[src/rtl/passcode_pkg.sv]
// Shared types and constants for the passcode controller.
package passcode_pkg;

  localparam int unsigned NUM_DIGITS = 4;
  localparam int unsigned DIGIT_W    = 2;
  localparam int unsigned CODE_W     = NUM_DIGITS * DIGIT_W;

  localparam logic [DIGIT_W-1:0] INVALID_DIGIT = 2'b11;

  typedef enum logic [2:0] {
    IDLE,
    ARM,
    COLLECT,
    CHECK,
    PASS,
    FAIL,
    LOCKED
  } state_e;

  function automatic logic [DIGIT_W-1:0] get_digit(input logic [CODE_W-1:0] code,
                                                   input logic [1:0]        idx);
    logic [CODE_W-1:0] shifted;
    shifted = code >> {idx, 1'b0};
    return shifted[DIGIT_W-1:0];
  endfunction

  function automatic int unsigned max3(input int unsigned a, input int unsigned b,
                                       input int unsigned c);
    int unsigned m;
    m = (a > b) ? a : b;
    return (m > c) ? m : c;
  endfunction

endpackage

[src/rtl/passcode_if.sv]
// Handshake and status bundle between the passcode controller and its environment.
interface passcode_if;
  logic       start;
  logic       rx_done;
  logic [7:0] rx_code;
  logic [7:0] secret;
  logic       rx_restart;
  logic       busy;
  logic [1:0] digit_idx;
  logic       unlocked;
  logic       denied;
  logic       locked;
  logic [3:0] fail_count;

  modport master (
    output start, rx_done, rx_code, secret,
    input  rx_restart, busy, digit_idx, unlocked, denied, locked, fail_count
  );

  modport slave (
    input  start, rx_done, rx_code, secret,
    output rx_restart, busy, digit_idx, unlocked, denied, locked, fail_count
  );
endinterface

[src/rtl/delay_timer.sv]
// Up-counter cleared by load; done flags the terminal count and the count holds there.
module delay_timer #(
  parameter int unsigned WIDTH = 4
) (
  input  logic             clk,
  input  logic             reset,
  input  logic             load,
  input  logic [WIDTH-1:0] terminal,
  output logic             done
);

  logic [WIDTH-1:0] count_q;

  always_ff @(posedge clk) begin
    if (reset || load) begin
      count_q <= '0;
    end else if (!done) begin
      count_q <= count_q + WIDTH'(1);
    end
  end

  assign done = (count_q == terminal);

endmodule

[src/rtl/passcode_controller.sv]
// Arms the button receiver, latches a 4-digit entry and checks it digit by digit,
// then holds the result and enforces lockout after repeated failures.
module passcode_controller
  import passcode_pkg::*;
#(
  parameter int unsigned DIGIT_DELAY_CYCLES = 50_000_000,
  parameter int unsigned RESULT_HOLD_CYCLES = 100_000_000,
  parameter int unsigned MAX_FAILS          = 3,
  parameter int unsigned LOCKOUT_CYCLES     = 500_000_000,
  parameter int unsigned CONSTANT_TIME      = 0
) (
  input  logic       clk,
  input  logic       reset,
  passcode_if.slave  bus
);

  localparam int unsigned MAX_CYC = max3(DIGIT_DELAY_CYCLES, RESULT_HOLD_CYCLES,
                                         LOCKOUT_CYCLES);
  localparam int unsigned TW      = ($clog2(MAX_CYC) > 0) ? $clog2(MAX_CYC) : 1;

  localparam logic [TW-1:0] DIGIT_TC = TW'(DIGIT_DELAY_CYCLES - 1);
  localparam logic [TW-1:0] HOLD_TC  = TW'(RESULT_HOLD_CYCLES - 1);
  localparam logic [TW-1:0] LOCK_TC  = TW'(LOCKOUT_CYCLES - 1);
  localparam logic [3:0]    FAIL_MAX = 4'(MAX_FAILS);
  localparam logic [1:0]    LAST_IDX = 2'(NUM_DIGITS - 1);

  state_e        state_q, state_d;
  logic [1:0]    idx_q, idx_d;
  logic          mm_q, mm_d, mm_next;
  logic [3:0]    fail_q, fail_d, fail_inc;
  logic [7:0]    rx_q, rx_d, sec_q, sec_d;
  logic          first_q;
  logic          unlocked_q, denied_q, locked_q;
  logic          tmr_load, tmr_done;
  logic [TW-1:0] tmr_tc;
  logic [1:0]    rx_digit, sec_digit;
  logic          digit_ok;

  assign rx_digit  = get_digit(rx_q, idx_q);
  assign sec_digit = get_digit(sec_q, idx_q);
  assign digit_ok  = (rx_digit == sec_digit) && (rx_digit != INVALID_DIGIT);
  assign fail_inc  = (fail_q >= FAIL_MAX) ? FAIL_MAX : fail_q + 4'd1;

  // Timer runs only in timed states and restarts from zero on every terminal count.
  always_comb begin
    tmr_tc   = DIGIT_TC;
    tmr_load = 1'b1;
    case (state_q)
      CHECK:     begin tmr_tc = DIGIT_TC; tmr_load = tmr_done; end
      PASS,
      FAIL:      begin tmr_tc = HOLD_TC;  tmr_load = tmr_done; end
      LOCKED:    begin tmr_tc = LOCK_TC;  tmr_load = tmr_done; end
      default:   ;
    endcase
  end

  delay_timer #(
    .WIDTH (TW)
  ) u_timer (
    .clk      (clk),
    .reset    (reset),
    .load     (tmr_load),
    .terminal (tmr_tc),
    .done     (tmr_done)
  );

  always_comb begin
    state_d = state_q;
    idx_d   = idx_q;
    mm_d    = mm_q;
    mm_next = mm_q | ~digit_ok;
    fail_d  = fail_q;
    rx_d    = rx_q;
    sec_d   = sec_q;
    case (state_q)
      IDLE: begin
        if (bus.start) state_d = ARM;
      end
      ARM: begin
        state_d = COLLECT;
      end
      COLLECT: begin
        // A rx_done still high from the previous entry is ignored in the first cycle.
        if (bus.rx_done && !first_q) begin
          rx_d    = bus.rx_code;
          sec_d   = bus.secret;
          idx_d   = '0;
          mm_d    = 1'b0;
          state_d = CHECK;
        end
      end
      CHECK: begin
        if (tmr_done) begin
          if (!digit_ok && (CONSTANT_TIME == 0)) begin
            state_d = FAIL;
            fail_d  = fail_inc;
          end else if (idx_q == LAST_IDX) begin
            if (mm_next) begin
              state_d = FAIL;
              fail_d  = fail_inc;
            end else begin
              state_d = PASS;
              fail_d  = '0;
            end
          end else begin
            idx_d = idx_q + 2'd1;
            mm_d  = mm_next;
          end
        end
      end
      PASS: begin
        if (tmr_done) state_d = IDLE;
      end
      FAIL: begin
        if (tmr_done) state_d = (fail_q == FAIL_MAX) ? LOCKED : IDLE;
      end
      LOCKED: begin
        if (tmr_done) begin
          state_d = IDLE;
          fail_d  = '0;
        end
      end
      default: state_d = IDLE;
    endcase
  end

  always_ff @(posedge clk) begin
    if (reset) begin
      state_q    <= IDLE;
      idx_q      <= '0;
      mm_q       <= 1'b0;
      fail_q     <= '0;
      rx_q       <= '0;
      sec_q      <= '0;
      first_q    <= 1'b0;
      unlocked_q <= 1'b0;
      denied_q   <= 1'b0;
      locked_q   <= 1'b0;
    end else begin
      state_q    <= state_d;
      idx_q      <= idx_d;
      mm_q       <= mm_d;
      fail_q     <= fail_d;
      rx_q       <= rx_d;
      sec_q      <= sec_d;
      first_q    <= (state_q == ARM);
      unlocked_q <= (state_q == PASS);
      denied_q   <= (state_q == FAIL);
      locked_q   <= (state_q == LOCKED);
    end
  end

  assign bus.rx_restart = (state_q == ARM);
  assign bus.busy       = (state_q != IDLE);
  assign bus.digit_idx  = (state_q == CHECK) ? idx_q : 2'd0;
  assign bus.unlocked   = unlocked_q;
  assign bus.denied     = denied_q;
  assign bus.locked     = locked_q;
  assign bus.fail_count = fail_q;

endmodule

[src/flat_wrapper.sv]
// flat-port wrapper written by rule: the top's interface ports become plain ports
module passcode_controller_flat import passcode_pkg::*;
#(
  parameter int unsigned DIGIT_DELAY_CYCLES = 50_000_000,
  parameter int unsigned RESULT_HOLD_CYCLES = 100_000_000,
  parameter int unsigned MAX_FAILS          = 3,
  parameter int unsigned LOCKOUT_CYCLES     = 500_000_000,
  parameter int unsigned CONSTANT_TIME      = 0
)
  (clk, reset, bus_start, bus_rx_done, bus_rx_code, bus_secret, bus_rx_restart, bus_busy, bus_digit_idx, bus_unlocked, bus_denied, bus_locked, bus_fail_count);
  passcode_if bus_i ();
  input  logic clk;
  input  logic reset;
  input wire logic [$bits(bus_i.start)-1:0] bus_start;
  input wire logic [$bits(bus_i.rx_done)-1:0] bus_rx_done;
  input wire logic [$bits(bus_i.rx_code)-1:0] bus_rx_code;
  input wire logic [$bits(bus_i.secret)-1:0] bus_secret;
  output wire logic [$bits(bus_i.rx_restart)-1:0] bus_rx_restart;
  output wire logic [$bits(bus_i.busy)-1:0] bus_busy;
  output wire logic [$bits(bus_i.digit_idx)-1:0] bus_digit_idx;
  output wire logic [$bits(bus_i.unlocked)-1:0] bus_unlocked;
  output wire logic [$bits(bus_i.denied)-1:0] bus_denied;
  output wire logic [$bits(bus_i.locked)-1:0] bus_locked;
  output wire logic [$bits(bus_i.fail_count)-1:0] bus_fail_count;
  assign bus_i.start = bus_start;
  assign bus_i.rx_done = bus_rx_done;
  assign bus_i.rx_code = bus_rx_code;
  assign bus_i.secret = bus_secret;
  assign bus_rx_restart = bus_i.rx_restart;
  assign bus_busy = bus_i.busy;
  assign bus_digit_idx = bus_i.digit_idx;
  assign bus_unlocked = bus_i.unlocked;
  assign bus_denied = bus_i.denied;
  assign bus_locked = bus_i.locked;
  assign bus_fail_count = bus_i.fail_count;
  passcode_controller #(.DIGIT_DELAY_CYCLES(DIGIT_DELAY_CYCLES), .RESULT_HOLD_CYCLES(RESULT_HOLD_CYCLES), .MAX_FAILS(MAX_FAILS), .LOCKOUT_CYCLES(LOCKOUT_CYCLES), .CONSTANT_TIME(CONSTANT_TIME)) u_core (.clk(clk), .reset(reset), .bus(bus_i));
endmodule
[config.mk]
export PLATFORM = sky130hd
export DESIGN_NAME = passcode_controller_flat
export DESIGN_NICKNAME = d
export VERILOG_FILES = /design/src/rtl/passcode_pkg.sv /design/src/rtl/passcode_if.sv /design/src/rtl/delay_timer.sv /design/src/rtl/passcode_controller.sv /design/src/flat_wrapper.sv
export SDC_FILE = /design/constraint.sdc
export NUM_CORES = 1
export LEC_CHECK = 0
export CAP_MARGIN = 20
export CORE_AREA = 5 5 102 104
export CTS_BUF_LIST = sky130_fd_sc_hd__clkbuf_8 sky130_fd_sc_hd__clkbuf_16
export DETAILED_ROUTE_END_ITERATION = 16
export DIE_AREA = 0 0 107 109
export PLACE_DENSITY_LB_ADDON = 0.3
export SYNTH_ARGS = -nofsm -noshare
export SYNTH_HDL_FRONTEND = slang
export SYNTH_SLANG_ARGS = --single-unit
export TNS_END_PERCENT = 100
[constraint.sdc]
create_clock -name clk -period 2.9 [get_ports clk]
set_clock_uncertainty 0.15 [all_clocks]
set_input_delay 0.58 -clock clk [delete_from_list [all_inputs] [get_ports clk]]
set_output_delay 0.58 -clock clk [all_outputs]
set_load 0.005 [all_outputs]
Word-level counts from Yosys, hierarchy flattened. Cells that the tools add are included.

Add/sub/neg operators: 3. Order comparisons: 1. Equality and inequality tests: 20. Shift operators: 2. Muxes and demuxes: 30. Bitwise operators: 2. Reductions and logical operators: 15.

Operator list (number): $pmux W29 S2 (1); $add A29 B1 Y29 const B (1); $eq A29 B29 Y1 (1); $mux W3 (8); $mux W4 (6); $pmux W3 S6 (1); $shr A8 B3 Y2 (2); $ne A2 B1 Y1 const B (6); $mux W2 (5); $eq A3 B3 Y1 const B (3); $pmux W4 S2 (1); $eq A3 B2 Y1 const B (2); $mux W1 (6); $ne A2 B2 Y1 const B (3); $reduce_and A6 Y1 (1); $reduce_and A5 Y1 (1); $add A4 B1 Y4 const B (1); $eq A4 B2 Y1 const B (1); $ge A4 B2 Y1 const B (1); $pmux W2 S2 (1); $reduce_and A4 Y1 (1); $reduce_bool A2 Y1 (2); $reduce_or A2 Y1 (2); $reduce_or A4 Y1 (1); 14 further kinds (15).

Register bits: 59. Output and inout port bits: 11. Word-level logic and storage cells: 84.

Depth between registers and ports, before layout. Gate-level depths: netlist of run 1.

Word-level depth: 10. Mapped depth: 9. Mapped depth without buffers: 7.

By module. A second synthesis of run 1 with hierarchy kept.

Cell total of the unflattened synthesis: 386. Area total of the unflattened synthesis: 3170.5 um^2.

By module, submodules not included: delay_timer (instances 1, cells each 217, area each 1741.7 um^2); passcode_controller (instances 1, cells each 169, area each 1428.9 um^2).

Least setup slack after synthesis of run 1. OpenSTA, ideal clock, no wires.

Path kind: flip-flop to flip-flop. Start: reg u_core.idx_q[0]. End: reg u_core.fail_q[0] (netlist: u_core.bus.fail_count[0]). Arrival time: 2.046 ns. Data required time: 2.633 ns. Setup slack: 0.587 ns. Stages on the path, launching flop included: 7. Path buffers: 1. Clock period less this slack: 2.313 ns. Cell sequence: dfxtp_1 -> buf_6 -> mux4_2 -> or4_4 -> o22ai_4 -> and4b_4 -> a32o_1.

Word-level cells in the longest chain between the ends: 10. Elaborated cells between the ends (all ways): 15. Those cells by class: eq/ne (4); shift (2); mux (5); bitwise (2); reduce/logical (2).

RTL lines: from (decl) (RTL line passcode_controller.sv:28) `logic [1:0] idx_q, idx_d;`; from (signal assigned) (RTL line passcode_controller.sv:141) `idx_q <= idx_d;`; $shr A8 B3 Y2 (RTL line passcode_pkg.sv:23) `shifted = code >> {idx, 1'b0};`; $eq A2 B2 Y1 or $ne A2 B2 Y1 (tied branches) (RTL line passcode_controller.sv:41) `assign digit_ok = (rx_digit == sec_digit) && (rx_digit != INVALID_DIGIT);`; $logic_and A1 B1 Y1 (RTL line passcode_controller.sv:41); $not A1 Y1 (RTL line passcode_controller.sv:71) `mm_next = mm_q | ~digit_ok;`; $or A1 B1 Y1 (RTL line passcode_controller.sv:71); $mux W4 (RTL line passcode_controller.sv:98) `if (mm_next) begin`; $mux W4 (RTL line passcode_controller.sv:97) `end else if (idx_q == LAST_IDX) begin`; $mux W4 (RTL line passcode_controller.sv:94) `if (!digit_ok && (CONSTANT_TIME == 0)) begin`; $mux W4 (RTL line passcode_controller.sv:93) `if (tmr_done) begin`; $pmux W4 S2 (RTL line passcode_controller.sv:75) `case (state_q)`; to (signal assigned) (RTL line passcode_controller.sv:143) `fail_q <= fail_d;`; to (decl) (RTL line passcode_controller.sv:30) `logic [3:0] fail_q, fail_d, fail_inc;`.

Several ways; a longest one is shown, not always the timed one. The select of a mux whose other input is x is not followed. A chain may end at the register's enable or synchronous reset.

Worst setup path in the final report of run 1.
Start: reg u_core.state_q[1]. End: out bus_digit_idx[1].

Word-level cells in the longest chain between the ends: 2.

RTL lines: from (decl) (RTL line passcode_controller.sv:27) `state_e state_q, state_d;`; from (signal assigned) (RTL line passcode_controller.sv:140) `state_q <= state_d;`; $eq A3 B2 Y1 (RTL line passcode_controller.sv:155) `assign bus.digit_idx = (state_q == CHECK) ? idx_q : 2'd0;`; $mux W2 (RTL line passcode_controller.sv:155); to (decl) (RTL line flat_wrapper.sv:20) `output wire logic [$bits(bus_i.digit_idx)-1:0] bus_digit_idx;`.

No other way between the ends.

==> reports/qor.yml, run 1 <==
outcome: "finished clean"
clock_latency_ns: 0.32
synth-xor-area-share: 0.09550
grt_max_degree: 29
combPwrFrac: 0.168
avgSynthCellArea_um2: 8.735
layout-drive-gt1-share: 0.07714
hold_viol: 0
routabilityCongestion: 0.7561
finalSetupTns_ns: 0
area_growth_pct: 21.60
cts_sinks: 59
reg2reg_to: "u_core.state_q[2]$_SDFFE_PP0P_"
die-area_um2: 11660
fin_crit_sh: 0.9625
pre_cts_ws_ns: 0.3144
required_ns: 2.17
async_reset_ff_frac: 0
gr-total-overflow: 0
synth_edf_count: 0
leakage_nw: 1.123
p_clk_frac: 0.342
rows: 36
r2r_start: "u_core.state_q[1]$_SDFFE_PP0P_"
crit_start: "u_core.state_q[1]$_SDFFE_PP0P_"
syn-instance-count: 315
min_path_type: "reg -> reg"
grt_use_total: 0.1074
port_buffers: 30
whs_ns: 0.3044
grt_pass1_wl_um: 10090
drc_errors: 0
vias: 2244
holdPathEnd: "u_core.rx_q[1]$_SDFFE_PP0P_"
ctsResizeCount: 0
fmax_mhz: 358.3
sw_frac_of_total: 0.2776
setup_viol: 0
cp_max_fo: 14
hold_depth: 2
ff2ff_path_depth: 6
yosys-mux-area-fraction: 0.03547
antenna_found_initial: 0
cts_tree: "built"
syn-cell-area_um2: 2751
worstSetupStartpointType: "register"
grt_pass1_vias: 2154
num-nets-final: 370
dp_hpwl_um: 4293
cts-hold-fix-buffers: 0
fin_crit_ns: 2.791
htreeDepth: 3
finalWorstSetupSlack_ns: 0.1088
synth_top_family_by_area: "simple AND/OR/NAND/NOR gates"
fillers: 1002
regToRegSetupSlack_ns: 0.24
core_um2: 9459
drt_iter0_drc: 61
syn-num-nets: 338
path_clk_slew_ns: 0.06
die-height_um: 109
die_w_um: 107
worst_slew_pin_slew_ns: 0.8656
relSlewSlack: 0.4080
synth-adder-area-share: 0.01364
hp-start: "u_core.rx_q[1]$_SDFFE_PP0P_"
ys_warn_count: 0
post-cts-setup-buffers: 0
endpoint_kind: "output port"
multiInputGateArea_um2: 1486
drt_wl_total_um: 5856
worstPathArrival_ns: 2.06
slew_viol_final: 0
start_util: 0.2909
diodes: 0
cts_max_path_buffers: 2
numCtsBuffers: 9
power-per-cell-area_nw_per_um2: 559.7
synth_cell_type_count: 52
post_drt_wl_per_cell_um: 12.62
ff_latch_area_um2: 1181
ant_nets: 0
critPathKind: "reg -> out"
peakVddDrop_v: 0.0002442
viasPerCell: 4.836
dr.pass1.iters: 5
maxCapViolCount: 0
ys.flop_type: "dfxtp_1"
seq_area_frac_synth: 0.4293
io-pin-count: 31
synthSimpleGateAreaFrac: 0.3024
synth_compound_area_frac: 0.09322
clock-root-buffer: "clkbuf_8"
synth_seq_cells: 59
internal-power_mw: 1.353
p_seq_frac: 0.490
switchingPower_mw: 0.5198
rsz0062_at_grt: "no"
## worst max-delay path by stage
stage	endpoint	depth (start not counted)
2_1_floorplan	u_core.bus.fail_count[0]$_SDFFE_PP0P_	6
3_3_place_gp	u_core.state_q[2]$_SDFFE_PP0P_	6
3_5_place_dp	u_core.state_q[2]$_SDFFE_PP0P_	6
4_1_cts	bus_digit_idx[1]	3
5_1_grt	bus_digit_idx[1]	3
6_report	bus_digit_idx[1]	3
## cell families after synthesis
family / Yosys count
flops: 59
buf+inv: 19
compound gates: 39
mux: 4
xor+xnor: 30
simple gates: 161
fa+ha+maj: 3
## cell type report
class	instances	share of cell area
repair buffers	35	0.1047
clock inverters	3	0.004488
clock buffers	11	0.04525
well taps	114	0.04263
inverters	5	0.005610
multi-input cells	237	0.4443
flip-flops and latches	59	0.3530
## worst max-delay path, stage by stage (launching register included)
cell             delay (ns)
dfxtp_1                0.63
nand3b_1               0.32
nor2_1                 0.24
clkdlybuf4s50_1        0.54
## stage by stage
step           cells    util  cell area, µm²  power [mW]
3_3_place_gp     450  0.3361            3179       1.249
4_1_cts          464  0.3537            3346       1.904
5_1_grt          464  0.3537            3346       1.987
6_report         464  0.3537            3346       1.873
2_1_floorplan    315       -            2751       1.129
3_5_place_dp     450  0.3361            3179       1.253
## power by group through the flow
stage | sequential (mW) | clock, mW | combinational, mW
floorplan | 0.893 | 0 | 0.236
global placement | 0.933 | 0 | 0.316
detailed placement | 0.934 | 0 | 0.318
CTS | 0.916 | 0.667 | 0.320
global route | 0.923 | 0.708 | 0.356
finish | 0.918 | 0.640 | 0.315
## cells in the mapped netlist (4+ instances only)
cell type | n | share of area
buf_2 | 4 | 0.0073
nor4_1 | 4 | 0.0091
dfxtp_1 | 59 | 0.43
xor2_1 | 21 | 0.067
xnor2_1 | 9 | 0.029
and3_1 | 5 | 0.011
inv_1 | 5 | 0.0068
nor4b_1 | 4 | 0.013
nor2_1 | 40 | 0.055
and2_1 | 8 | 0.018
nand2_1 | 48 | 0.065
clkbuf_1 | 9 | 0.012
nand3_1 | 14 | 0.025
nor3_1 | 4 | 0.0073
a21oi_1 | 19 | 0.035
nand2b_1 | 7 | 0.016
## cells in the final DEF, fill, tap and decap left out, types with 4 or more instances in the layout
master,n
xor2_1,21
dfxtp_1,59
and3_1,5
nor4b_1,4
clkdlybuf4s50_1,30
clkbuf_8,11
nand2_1,48
a21oi_1,19
and2_1,8
nor3_1,4
nand2b_1,7
nor2_1,40
nor4_1,4
xnor2_1,9
nand3_1,14
inv_1,5
buf_4,4
## metal layers
metal	up-vias	global-route usage	share of wire
li1	1152	-	-
met1	1040	0.1474	0.50
met2	45	0.1659	0.45
met3	7	0.02427	0.035
met4	0	0.03836	0.011
met5	-	0	0
## flip-flops by register name (all words and copies together) (netlist names)
| name | flops |
|---|---|
| u_core.state_q | 3 |
| u_core.bus.unlocked | 1 |
| u_core.bus.denied | 1 |
| u_core.idx_q | 2 |
| u_core.u_timer.count_q | 29 |
| u_core.mm_q | 1 |
| u_core.bus.locked | 1 |
| u_core.first_q | 1 |
| u_core.bus.fail_count | 4 |
| u_core.rx_q | 8 |
| u_core.sec_q | 8 |
Power figures use the tool's default switching activity.
==> inputs of run 2 (changes only) <==
--- a/config.mk
+++ b/config.mk
@@ -10,6 +10,7 @@
 export CTS_BUF_LIST = sky130_fd_sc_hd__clkbuf_8 sky130_fd_sc_hd__clkbuf_16
 export DETAILED_ROUTE_END_ITERATION = 16
 export DIE_AREA = 0 0 107 109
+export MAX_ROUTING_LAYER = met4
 export PLACE_DENSITY_LB_ADDON = 0.3
 export SYNTH_ARGS = -nofsm -noshare
 export SYNTH_HDL_FRONTEND = slang
==> reports/qor.yml, run 2 (synthesis results as in run 1) <==
holdPathEnd: "u_core.rx_q[1]$_SDFFE_PP0P_"
post-cts-setup-buffers: 0
fin_crit_sh: 0.9616
critPathTopFamily: "flip-flops"
critPathKind: "reg -> out"
ctsResizeCount: 0
post_drt_wl_per_cell_um: 12.57
die_w_um: 107
path_cells: "nand3b_1 > nor2_1 > clkdlybuf4s50_1"
grt_pass1_vias: 2155
layout-drive-gt1-share: 0.07714
finalSetupTns_ns: 0
regToRegSetupSlack_ns: 0.25
dr.pass1.iters: 4
crit_start: "u_core.state_q[1]$_SDFFE_PP0P_"
path_clk_slew_ns: 0.06
antenna_found_initial: 0
viasPerCell: 4.810
routabilityCongestion: 0.7659
power-per-cell-area_nw_per_um2: 560.0
maxCapViolCount: 0
diodes: 0
largest_reg_flops: 29
switchingPower_mw: 0.5208
dp_hpwl_um: 4293
grt.busiest_layer: "met2"
start_util: 0.2909
sw_frac_of_total: 0.2780
r2r_start: "u_core.state_q[1]$_SDFFE_PP0P_"
die-height_um: 109
relSlewSlack: 0.4058
cts_tree: "built"
fin_crit_ns: 2.789
ff2ff_path_depth: 6
area_growth_pct: 21.60
slew_viol_final: 0
p_seq_frac: 0.490
io-pin-count: 31
leakage_nw: 1.123
hold_viol: 0
worst_slew_pin_slew_ns: 0.8688
cp_max_fo: 14
die-area_um2: 11660
internal-power_mw: 1.353
clock-root-buffer: "clkbuf_8"
peakVddDrop_v: 0.0002440
ant_nets: 0
combPwrFrac: 0.168
top_register: "u_core.u_timer.count_q"
numCtsBuffers: 9
cts_max_path_buffers: 2
placed_cells: 450
globalRouteMet2Util: 0.1659
outcome: "finished clean"
worstSetupStartpointType: "register"
slowest_stage: "dfxtp_1"
layout_common_cells: "59 x dfxtp_1, 48 x nand2_1, 40 x nor2_1"
required_ns: 2.17
num-nets-final: 370
fillers: 1002
met1_usage: 0.1485
htreeDepth: 3
layout_commonest_cell: "dfxtp_1"
port_buffers: 30
grt_use_total: 0.1107
min_path_type: "reg -> reg"
gr-total-overflow: 0
grt_pass1_wl_um: 10080
reg2reg_to: "u_core.state_q[2]$_SDFFE_PP0P_"
core_um2: 9459
rows: 36
vias: 2232
hp-start: "u_core.rx_q[1]$_SDFFE_PP0P_"
drt_iter0_drc: 63
cts_sinks: 59
fmax_mhz: 358.6
setup_viol: 0
layoutNonFillerInstCount: 464
endpoint_kind: "output port"
reg.largest.list: "u_core.u_timer.count_q x29, u_core.rx_q x8, u_core.sec_q x8"
clock_latency_ns: 0.33
cts-hold-fix-buffers: 0
grt_use_met3: 0.02368
grt_max_degree: 29
worstPathArrival_ns: 2.06
drt_wl_total_um: 5831
rsz0062_at_grt: "no"
hold_depth: 2
cpPeakStageDelay_ns: 0.63
p_clk_frac: 0.343
drc_errors: 0
path_buf_inv: 1
[run 2: area by class of cell]
class	instances	area (µm²)	share of cell area
clock inverters	3	15.01	0.004488
repair buffers	35	350.3	0.1047
flip-flops and latches	59	1181	0.3530
clock buffers	11	151.4	0.04525
multi-input cells	237	1486	0.4443
well taps	114	142.6	0.04263
inverters	5	18.77	0.005610
[run 2: per-stage QoR]
stage               hold slack [ns]  power (mW)  area, µm²    util  setup WS, ns
floorplan                    0.2799       1.129       2751       -        0.5871
global placement             0.2889       1.249       3179  0.3361        0.3632
detailed placement           0.2981       1.253       3179  0.3361        0.3144
CTS                          0.3068       1.904       3346  0.3537        0.1334
global route                 0.3247       1.987       3346  0.3537       0.02856
finish                       0.3044       1.873       3346  0.3537        0.1114
[run 2: worst max-delay path by stage]
stage / endpoint / slack [ns] / cells past startpoint
after floorplan: u_core.bus.fail_count[0]$_SDFFE_PP0P_ / 0.59 / 6
after global placement: u_core.state_q[2]$_SDFFE_PP0P_ / 0.36 / 6
after detailed placement: u_core.state_q[2]$_SDFFE_PP0P_ / 0.31 / 6
after CTS: bus_digit_idx[1] / 0.13 / 3
after global routing: bus_digit_idx[1] / 0.03 / 3
final: bus_digit_idx[1] / 0.11 / 3
[run 2: worst register-to-register path, stage by stage (launching register included)]
cell and delay [ns]:
dfxtp_1 0.63, a21boi_0 0.28, a21boi_0 0.19, nor4_1 0.48, a21oi_1 0.22, or4_1 0.50
a21oi_1 0.14
[run 2: power groups by stage]
stage	Clock [mW]	Combinational (mW)	Sequential (mW)
floorplan	0	0.236	0.893
global placement	0	0.316	0.933
detailed placement	0	0.318	0.934
CTS	0.667	0.320	0.916
global route	0.708	0.357	0.923
finish	0.642	0.314	0.917
[run 2: layer usage]
layer  part of all wire  wire [µm]
met3              0.030        173
met2               0.45       2603
met1               0.51       2983
met4              0.012         71
met5                  0          0
==> inputs of run 3 (changes only) <==
--- a/config.mk
+++ b/config.mk
@@ -12,6 +12,7 @@
 export DIE_AREA = 0 0 107 109
 export MAX_ROUTING_LAYER = met4
 export PLACE_DENSITY_LB_ADDON = 0.3
+export SLEW_MARGIN = 20
 export SYNTH_ARGS = -nofsm -noshare
 export SYNTH_HDL_FRONTEND = slang
 export SYNTH_SLANG_ARGS = --single-unit
==> results of run 3 <==
The final DEF is identical to that of run 2; final timing and power are the same.
